$ cat config.mk
export PLATFORM = sky130hd
export DESIGN_NAME = fetch_queue_unit
export DESIGN_NICKNAME = d
export VERILOG_FILES = /design/src/rtl/fetch_pkg.sv /design/src/rtl/fetch_sync_fifo.sv /design/src/rtl/fetch_queue_unit.sv
export SDC_FILE = /design/constraint.sdc
export NUM_CORES = 1
export LEC_CHECK = 0
export ABC_AREA = 1
export BUFFER_PORTS_ARGS = -buffer_cell sky130_fd_sc_hd__buf_2
export CAP_MARGIN = 25
export CELL_PAD_IN_SITES_DETAIL_PLACEMENT = 1
export CELL_PAD_IN_SITES_GLOBAL_PLACEMENT = 1
export CORE_MARGIN = 5
export CORE_UTILIZATION = 44
export CTS_CLUSTER_DIAMETER = 50
export DETAILED_ROUTE_END_ITERATION = 8
export PLACE_DENSITY = 0.84
export SLEW_MARGIN = 30
export SYNTH_ARGS = -nofsm -noshare
export SYNTH_HDL_FRONTEND = slang
export SYNTH_HIERARCHICAL = 1
export SYNTH_SLANG_ARGS = --single-unit
$ cat constraint.sdc
create_clock -name clk -period 3.6 [get_ports clk]
set_clock_uncertainty 0.2 [all_clocks]
set_input_delay 0.36 -clock clk [delete_from_list [all_inputs] [get_ports clk]]
set_output_delay 0.36 -clock clk [all_outputs]
set_load 0.05 [all_outputs]
$ cat src/rtl/fetch_pkg.sv
// ----------------------------------------------------------------------------
// fetch_pkg
//   Shared types and constants for the instruction fetch front end.
//   - FETCH_XLEN : width of the pc/instr fields held in a queue entry
//   - NOP_INSTR  : instruction word carried by a misaligned-fetch fault entry
//   - fq_entry_t : one instruction-queue entry {pc, instr, fault}
//   - fetch_state_e : fetch FSM states (FAULT is only reachable when the
//                     design is built with FETCH_MISALIGN_CHK_EN)
// ----------------------------------------------------------------------------
package fetch_pkg;

   localparam int FETCH_XLEN = 32;

   localparam logic [FETCH_XLEN-1:0] NOP_INSTR = 32'h0000_0013;

   typedef struct packed {
      logic [FETCH_XLEN-1:0] pc;
      logic [FETCH_XLEN-1:0] instr;
      logic                  fault;
   } fq_entry_t;

   typedef enum logic [0:0] {
      RUN   = 1'b0,
      FAULT = 1'b1
   } fetch_state_e;

endpackage

$ cat src/rtl/fetch_sync_fifo.sv
// ----------------------------------------------------------------------------
// fetch_sync_fifo
//   Small synchronous FIFO used both as the instruction queue and as the
//   in-flight PC FIFO of the fetch unit.
//   Ports:
//     clk, rst_n  : clock, asynchronous active-low reset
//     push_i/din_i: write an entry (accepted when not full, or when full and
//                   popping in the same cycle)
//     pop_i       : remove the head entry (ignored when empty)
//     flush_i     : discard all contents; a push in the same cycle lands as
//                   the single surviving entry
//     dout_o      : head entry (contents undefined-but-stable when empty)
//     count_o, full_o, empty_o : occupancy status
// ----------------------------------------------------------------------------
module fetch_sync_fifo #(
   parameter int WIDTH = 8,
   parameter int DEPTH = 4
) (
   input  logic                       clk,
   input  logic                       rst_n,
   input  logic                       push_i,
   input  logic [WIDTH-1:0]           din_i,
   input  logic                       pop_i,
   input  logic                       flush_i,
   output logic [WIDTH-1:0]           dout_o,
   output logic [$clog2(DEPTH+1)-1:0] count_o,
   output logic                       full_o,
   output logic                       empty_o
);

   localparam int AW = (DEPTH > 1) ? $clog2(DEPTH) : 1;
   localparam int CW = $clog2(DEPTH+1);

   logic [DEPTH-1:0][WIDTH-1:0] mem_q;
   logic [AW-1:0]               rptr_q, wptr_q;
   logic [CW-1:0]               count_q;
   logic                        do_push, do_pop;

   function automatic logic [AW-1:0] ptr_inc(input logic [AW-1:0] p);
      return (p == AW'(DEPTH-1)) ? '0 : p + 1'b1;
   endfunction

   assign empty_o = (count_q == '0);
   assign full_o  = (count_q == CW'(DEPTH));
   assign count_o = count_q;
   assign dout_o  = mem_q[rptr_q];

   // a full FIFO still takes a push when the head leaves in the same cycle
   assign do_pop  = pop_i && !empty_o;
   assign do_push = push_i && (!full_o || do_pop);

   always_ff @(posedge clk or negedge rst_n) begin
      if (!rst_n) begin
         mem_q   <= '0;
         rptr_q  <= '0;
         wptr_q  <= '0;
         count_q <= '0;
      end else if (flush_i) begin
         rptr_q <= '0;
         if (push_i) begin
            mem_q[0] <= din_i;
            wptr_q   <= ptr_inc('0);
            count_q  <= CW'(1);
         end else begin
            wptr_q  <= '0;
            count_q <= '0;
         end
      end else begin
         if (do_push) begin
            mem_q[wptr_q] <= din_i;
            wptr_q        <= ptr_inc(wptr_q);
         end
         if (do_pop) rptr_q <= ptr_inc(rptr_q);
         count_q <= count_q + CW'(do_push) - CW'(do_pop);
      end
   end

endmodule

$ cat src/rtl/fetch_queue_unit.sv
// ----------------------------------------------------------------------------
// fetch_queue_unit
//   Instruction fetch with a decoupled prefetch queue. Issues in-order,
//   pipelined requests to instruction memory, buffers returned words with
//   their PCs and hands them to decode over valid/ready. A redirect flushes
//   the queue and turns every request still in flight into a drop.
//
//   Ports:
//     clk, rst_n                  : clock, asynchronous active-low reset
//     redirect_valid, redirect_pc : front-end redirect (pulse or held)
//     imem_req, imem_addr         : request to instruction memory
//     imem_gnt                    : request accepted this cycle
//     imem_rvalid, imem_rdata     : in-order response
//     if_valid, if_pc, if_instr,
//     if_fault, if_ready          : decode handshake, head of queue
//
//   Build option FETCH_MISALIGN_CHK_EN: a misaligned redirect target enters
//   FAULT and queues one fault entry instead of silently aligning the PC.
//   Queue entries use fetch_pkg::FETCH_XLEN wide fields; XLEN must not
//   exceed it.
// ----------------------------------------------------------------------------
module fetch_queue_unit
   import fetch_pkg::*;
#(
   parameter int              XLEN      = 32,
   parameter logic [XLEN-1:0] RESET_PC  = XLEN'(32'h0000_0100),
   parameter int              FQ_DEPTH  = 4,
   parameter int              MAX_OUTST = 2
) (
   input  logic            clk,
   input  logic            rst_n,
   input  logic            redirect_valid,
   input  logic [XLEN-1:0] redirect_pc,
   output logic            imem_req,
   output logic [XLEN-1:0] imem_addr,
   input  logic            imem_gnt,
   input  logic            imem_rvalid,
   input  logic [XLEN-1:0] imem_rdata,
   output logic            if_valid,
   output logic [XLEN-1:0] if_pc,
   output logic [XLEN-1:0] if_instr,
   output logic            if_fault,
   input  logic            if_ready
);

   localparam int OCW = $clog2(MAX_OUTST+1);
   localparam int QCW = $clog2(FQ_DEPTH+1);
   localparam int SW  = ((OCW > QCW) ? OCW : QCW) + 1;

   fetch_state_e    state_q, state_d;
   logic [XLEN-1:0] fetch_pc_q, fetch_pc_d;
   logic [OCW-1:0]  outst_cnt_q, outst_cnt_d;
   logic [OCW-1:0]  drop_cnt_q, drop_cnt_d;

   logic            req_fire, rsp_keep, rsp_drop, deq, redirect_misaligned;

   fq_entry_t       fq_din, fq_head;
   logic            fq_push, fq_full, fq_empty;
   logic [QCW-1:0]  fq_count;

   logic [XLEN-1:0] pcq_head;
   logic [OCW-1:0]  pcq_count;
   logic            pcq_full, pcq_empty;

`ifdef FETCH_MISALIGN_CHK_EN
   assign redirect_misaligned = redirect_valid && (redirect_pc[1:0] != 2'b00);
`else
   assign redirect_misaligned = 1'b0;
`endif

   // ---------------- FSM: state register ----------------
   always_ff @(posedge clk or negedge rst_n) begin
      if (!rst_n) state_q <= RUN;
      else        state_q <= state_d;
   end

   // ---------------- FSM: next state ----------------
   // Every redirect decides the state: aligned targets resume, misaligned
   // ones (only possible with the check enabled) park the unit in FAULT.
   always_comb begin
      state_d = state_q;
      if (redirect_valid) state_d = redirect_misaligned ? FAULT : RUN;
   end

   // ---------------- FSM: outputs ----------------
   // Credits count in-flight requests against free queue slots, so every
   // response that is kept is guaranteed a slot.
   always_comb begin
      imem_req = 1'b0;
      if (rst_n && (state_q == RUN) && !redirect_valid &&
          (outst_cnt_q < OCW'(MAX_OUTST)) &&
          ((SW'(fq_count) + SW'(outst_cnt_q)) < SW'(FQ_DEPTH)))
         imem_req = 1'b1;
   end

   assign imem_addr = fetch_pc_q;
   assign req_fire  = imem_req && imem_gnt;
   assign rsp_keep  = imem_rvalid && (drop_cnt_q == '0);
   assign rsp_drop  = imem_rvalid && (drop_cnt_q != '0);

   // ---------------- counters and fetch PC ----------------
   always_comb begin
      outst_cnt_d = outst_cnt_q + OCW'(req_fire) - OCW'(imem_rvalid);
      fetch_pc_d  = req_fire ? fetch_pc_q + XLEN'(4) : fetch_pc_q;
      drop_cnt_d  = drop_cnt_q - OCW'(rsp_drop);
      if (redirect_valid) begin
         fetch_pc_d = {redirect_pc[XLEN-1:2], 2'b00};
         // no grant can happen this cycle, so whatever is still out after
         // this cycle's response belongs to the old path
         drop_cnt_d = outst_cnt_d;
      end
   end

   always_ff @(posedge clk or negedge rst_n) begin
      if (!rst_n) begin
         fetch_pc_q  <= RESET_PC;
         outst_cnt_q <= '0;
         drop_cnt_q  <= '0;
      end else begin
         fetch_pc_q  <= fetch_pc_d;
         outst_cnt_q <= outst_cnt_d;
         drop_cnt_q  <= drop_cnt_d;
      end
   end

   // ---------------- in-flight PC FIFO ----------------
   fetch_sync_fifo #(
      .WIDTH (XLEN),
      .DEPTH (MAX_OUTST)
   ) u_pc_fifo (
      .clk     (clk),
      .rst_n   (rst_n),
      .push_i  (req_fire),
      .din_i   (fetch_pc_q),
      .pop_i   (rsp_keep),
      .flush_i (redirect_valid),
      .dout_o  (pcq_head),
      .count_o (pcq_count),
      .full_o  (pcq_full),
      .empty_o (pcq_empty)
   );

   // ---------------- instruction queue ----------------
   // A misaligned redirect flushes and deposits its fault entry in the same
   // cycle; any response arriving alongside a redirect is old-path and lost.
   always_comb begin
      fq_din.pc    = FETCH_XLEN'(pcq_head);
      fq_din.instr = FETCH_XLEN'(imem_rdata);
      fq_din.fault = 1'b0;
      fq_push      = rsp_keep;
      if (redirect_valid) begin
         fq_din.pc    = FETCH_XLEN'(redirect_pc);
         fq_din.instr = NOP_INSTR;
         fq_din.fault = 1'b1;
         fq_push      = redirect_misaligned;
      end
   end

   assign deq = if_valid && if_ready;

   fetch_sync_fifo #(
      .WIDTH ($bits(fq_entry_t)),
      .DEPTH (FQ_DEPTH)
   ) u_fq (
      .clk     (clk),
      .rst_n   (rst_n),
      .push_i  (fq_push),
      .din_i   (fq_din),
      .pop_i   (deq),
      .flush_i (redirect_valid),
      .dout_o  (fq_head),
      .count_o (fq_count),
      .full_o  (fq_full),
      .empty_o (fq_empty)
   );

   // ---------------- decode interface ----------------
   assign if_valid = !fq_empty && !redirect_valid;
   assign if_pc    = fq_empty ? '0 : XLEN'(fq_head.pc);
   assign if_instr = fq_empty ? '0 : XLEN'(fq_head.instr);
`ifdef FETCH_MISALIGN_CHK_EN
   assign if_fault = fq_empty ? 1'b0 : fq_head.fault;
`else
   assign if_fault = 1'b0;
`endif

   // status bits kept for debug visibility only
   logic status_unused;
   assign status_unused = ^{pcq_count, pcq_full, pcq_empty, fq_full,
                            fq_head.fault, redirect_pc[1:0]};

   // memory must never answer a request that was not made
   a_no_orphan_rsp: assert property (@(posedge clk) disable iff (!rst_n)
      !(imem_rvalid && (outst_cnt_q == '0)));

endmodule
Word level (Yosys, flattened, before mapping)
Cells that the tools add are included.

Register bits after elaboration: 371. Input bits: 70. Word-level logic and storage cells: 119. Output and inout port bits: 99.

Reductions and logical operators: 34. Multiplexer cells: 42. Bitwise gates (word level): 1. Magnitude comparators: 8. Equality and inequality tests: 6. Add/subtract/negate cells: 13.

Operators with widths (count): two-way mux 65 bit (6); two-way mux 32 bit (10); bitwise mux 260 bit (1); binary-select mux 65 bit (select 2 bit) (1); demux 65 bit (select 2 bit) (1); bitwise mux 64 bit (1); adder 32 x 3 -> 32 bit, second input constant (1); demux 32 bit (select 1 bit) (1); two-way mux 2 bit (8); logical AND 1 bit (14); two-way mux 1 bit (12); nonzero test 2 bit (6); AND reduction 2 bit (4); equality test 2 bit, second input constant (3); < comparator 2 x 3 -> 1 bit, second input constant (2); subtractor 2 x 1 -> 2 bit (3); logical NOT 1 bit (5); adder 2 x 1 -> 2 bit (2); adder 2 x 1 -> 2 bit, second input constant (2); adder 3 x 2 -> 4 bit (1); logical NOT 2 bit (2); < comparator 1 x 2 -> 1 bit, second input constant (2); < comparator 4 x 3 -> 1 bit, second input constant (1); != test 2 x 1 -> 1 bit, second input constant (2); other kinds (11) (13).

Logic depth before layout (Yosys ltp)
Depth in word-level cells: 10. Depth in mapped cells: 15.

Hierarchy
Netlist, hierarchy kept.

Modules (own cells, without submodules): fetch_sync_fifo at u_fq (cells an instance 1675, times used 1, seq. area each 6681.4 µm², area each 12752.2 µm²); fetch_queue_unit (cells an instance 671, times used 1, seq. area each 852.1 µm², area each 3545.9 µm²); fetch_sync_fifo at u_pc_fifo (cells an instance 444, times used 1, seq. area each 1701.6 µm², area each 3294.4 µm²).

Worst setup path after synthesis
OpenSTA, ideal clock, no wires.

Path type: register to register. From: reg u_fq.count_q[1], in the netlist u_fq/count_o[1]. To: reg drop_cnt_q[1]. Arrival: 2789 ps. Cell stages (with the launch flop): 14. Clock period less this slack: 3125 ps. Setup slack: 475 ps. Required time: 3264 ps. Setup time: 136 ps. Cell sequence: dfrtp_1 -> ha_1 -> nand3_1 -> nand2_1 -> nor2_1 -> nand2_2 -> buf_6 -> ha_1 -> inv_1 -> ha_1 -> xnor2_1 -> xnor2_1 -> nand2_1 -> o21ai_0.

Longest elaborated chain between the ends: 8.

Ends and longest elaborated chain: start: declaration (line fetch_sync_fifo.sv:36) `logic [CW-1:0] count_q;`; start signal: assignment (line fetch_sync_fifo.sv:74) `count_q <= count_q + CW'(do_push) - CW'(do_pop);`; adder 3 x 2 -> 4 bit (line fetch_queue_unit.sv:92) `((SW'(fq_count) + SW'(outst_cnt_q)) < SW'(FQ_DEPTH)))`; < comparator 4 x 3 -> 1 bit (line fetch_queue_unit.sv:92); logical AND 1 bit (line fetch_queue_unit.sv:91) `(outst_cnt_q < OCW'(MAX_OUTST)) &&`; two-way mux 1 bit (line fetch_queue_unit.sv:90) `if (rst_n && (state_q == RUN) && !redirect_valid &&`; named net imem_req (line fetch_queue_unit.sv:34) `output logic imem_req,`; logical AND 1 bit (line fetch_queue_unit.sv:97) `assign req_fire = imem_req && imem_gnt;`; adder 2 x 1 -> 2 bit (line fetch_queue_unit.sv:103) `outst_cnt_d = outst_cnt_q + OCW'(req_fire) - OCW'(imem_rvalid);`; subtractor 2 x 1 -> 2 bit (line fetch_queue_unit.sv:103); named net outst_cnt_d[1] (line fetch_queue_unit.sv:52) `logic [OCW-1:0] outst_cnt_q, outst_cnt_d;`; two-way mux 2 bit (line fetch_queue_unit.sv:106) `if (redirect_valid) begin`; named net drop_cnt_d[1] (line fetch_queue_unit.sv:53) `logic [OCW-1:0] drop_cnt_q, drop_cnt_d;`; end signal: assignment (line fetch_queue_unit.sv:122) `drop_cnt_q <= drop_cnt_d;`; end: declaration (line fetch_queue_unit.sv:53).

The timed path passes the listed nets, and every way through them passes these cells. A chain may end at the register's enable or synchronous reset.

==> impl_results.md <==
* Die Span Y at 220.0 um
* Pwr Total at 16.54 mW
* Root Driver: clkbuf_16
* Vias in the first global route at 20651
* Starting density of the core at 44.16%
* Minimum clock period at 3288 ps
* RSZ-0062 raised after global routing: no
* Worst vdd ir at 0.0004888 V
* Die Span X at 220.0 um
* Startpoint class of the critical path: flop
* Most common cell after layout, fill and taps aside: nand2_1
* Clk_lat worst skew at 580 ps
* Clock sinks at 365
* Via density per instance at 5.349
* Gr busiest metal: met2
* Setup TNS at 0 ps
* Most frequent cells in the layout: 1140 x nand2_1, 362 x nor2_1, 362 x dfrtp_1
* # IOs at 169
* Drt pass-1 iters at 4
* Clock buffer count from CTS at 49
* Critical path class: reg2out
* Clock Path Buffers at 3
* Setup Viol. Count Final at 0
* Core footprint at 0.04393 mm2
* Syn avg cell area at 7.020 um2
* H-tree depth at 2
* Power per Cell Area at 718.0 mW/mm2
* Routed WL at 67.53 mm
* Arr. time, crit path at 2730 ps
* Hpwl dp at 40.39 mm
* DRC viols at 0
* Area grow syn2layout at 18.76%
* Pleak at 12.72 nW
* Setup ws final at 312.5 ps
* Ant. Diodes at 0
* Grt total ovfl at 0
* Full die area at 0.04840 mm2
* GR Util All Layers at 27.96%
* CP max FO at 66
* Max Cap Viol at 0
* M3 GR Usage at 3.256%
* Fillers at 5692
* GR Util met2 at 50.31%
* Highest clock rate at 304.2 MHz
* Hold Worst Slack at 21.73 ps
* Required @ worst endpoint at 3040 ps
* Hold Path Class: in2reg
* WL/cell at 19.02 um
* Row count at 77
* First-pass GRT wire length at 109.1 mm
* Pre-CTS setup slack at 635.0 ps
* Synth Instances at 2764
* Routability-driven placement congestion ratio at 0.8272
* M1 GR Usage at 35.37%
* Max Slew Vio Count at 0
* Antenna viol nets, final at 0
* Reg clk slew, reported paths at 60 ps
* Routed vias at 18993
* Worst rel slew slack at 40.62%
* Mapped Area at 0.01940 mm2
* Largest net degree at the start of global routing at 172
* Initial antenna violation count at 1
* Final period util at 91.32%
* Status: completed
* Slew at the pin closest to its max-slew limit at 890.7 ps
* Post-layout nets at 3006
* Synth Warn # at 6
* CTS tree: done
* DRT iter0 DRCs at 1359
* IO buf count at 165
* Share of cells above drive strength 1 at 11.22%
* Kind of end point of the critical path: primary output
* Endpoints failing hold at 0
report_power, final:
group	switching, mW	total, mW	internal, mW
Clock	1.93	5.59	3.67
Combinational	3.62	5.12	1.50
Sequential	0.702	5.83	5.13
per-layer routing:
| layer | wire length, um | up-vias |
|---|---|---|
| met4 | 1607 | 2 |
| met5 | 20 | - |
| met2 | 33990 | 466 |
| met1 | 28920 | 9635 |
| met3 | 2984 | 114 |
| li1 | - | 8776 |
layout make-up:
class	instances	area [um2]	area share [%]
clock buffers	61	1351	5.864
clock inverters	28	516.7	2.243
inverters	255	958.4	4.159
multi-input cells	1983	8438	36.62
flip-flops and latches	365	9140	39.67
well taps	592	740.7	3.215
repair buffers	267	1897	8.232
registers in the layout, indices dropped and copies added (netlist names):
name,flops
u_fq/wptr_q,2
u_fq/rptr_q,2
u_pc_fifo/wptr_q,1
u_fq/mem_q,256
imem_addr,30
u_pc_fifo/mem_q,64
drop_cnt_q,2
outst_cnt_q,2
u_fq/count_o,3
u_pc_fifo/rptr_q,1
u_pc_fifo/count_o,2
worst paths after layout:
kind / startpoint / end / slack, ps / cells after the start
worst min register to register: u_fq/mem_q[67]$_DFFE_PN0P_ / u_fq/mem_q[67]$_DFFE_PN0P_ / 270 / 2
worst max register to register: u_fq/count_o[1]$_DFF_PN0_ / u_fq/count_o[2]$_DFF_PN0_ / 490 / 14
worst max-delay path: u_fq/rptr_q[1]$_DFFE_PN0P_ / if_pc[11] / 310 / 6
min in group asynchronous: rst_n / u_fq/mem_q[156]$_DFFE_PN0P_ / 50 / 2
worst min-delay path: redirect_valid / drop_cnt_q[1]$_DFF_PN0_ / 20 / 3
max in group asynchronous: rst_n / u_fq/mem_q[207]$_DFFE_PN0P_ / 1880 / 4
through the flow:
step / utilization, % / cells / area (um2)
2_1_floorplan: - / 2768 / 19420
3_3_place_gp: 46.68 / 3399 / 20510
3_5_place_dp: 46.68 / 3399 / 20510
4_1_cts: 52.32 / 3549 / 22990
5_1_grt: 52.45 / 3551 / 23040
6_report: 52.45 / 3551 / 23040
timing repair:
| item | CTS | global route |
|---|---|---|
| hold buffers | 61 | 0 |
| gates resized for setup | 0 | 0 |
| setup buffers | 0 | 0 |
| endpoints found under the hold margin | 145 | 0 |
worst max-delay path, stage by stage, from the launching register on:
cell     delay, ps
dfrtp_2        360
buf_4          690
o21ai_0        220
o22ai_1        220
inv_1           60
nor2_1         260
buf_2          340
Power figures use the tool's default switching activity.
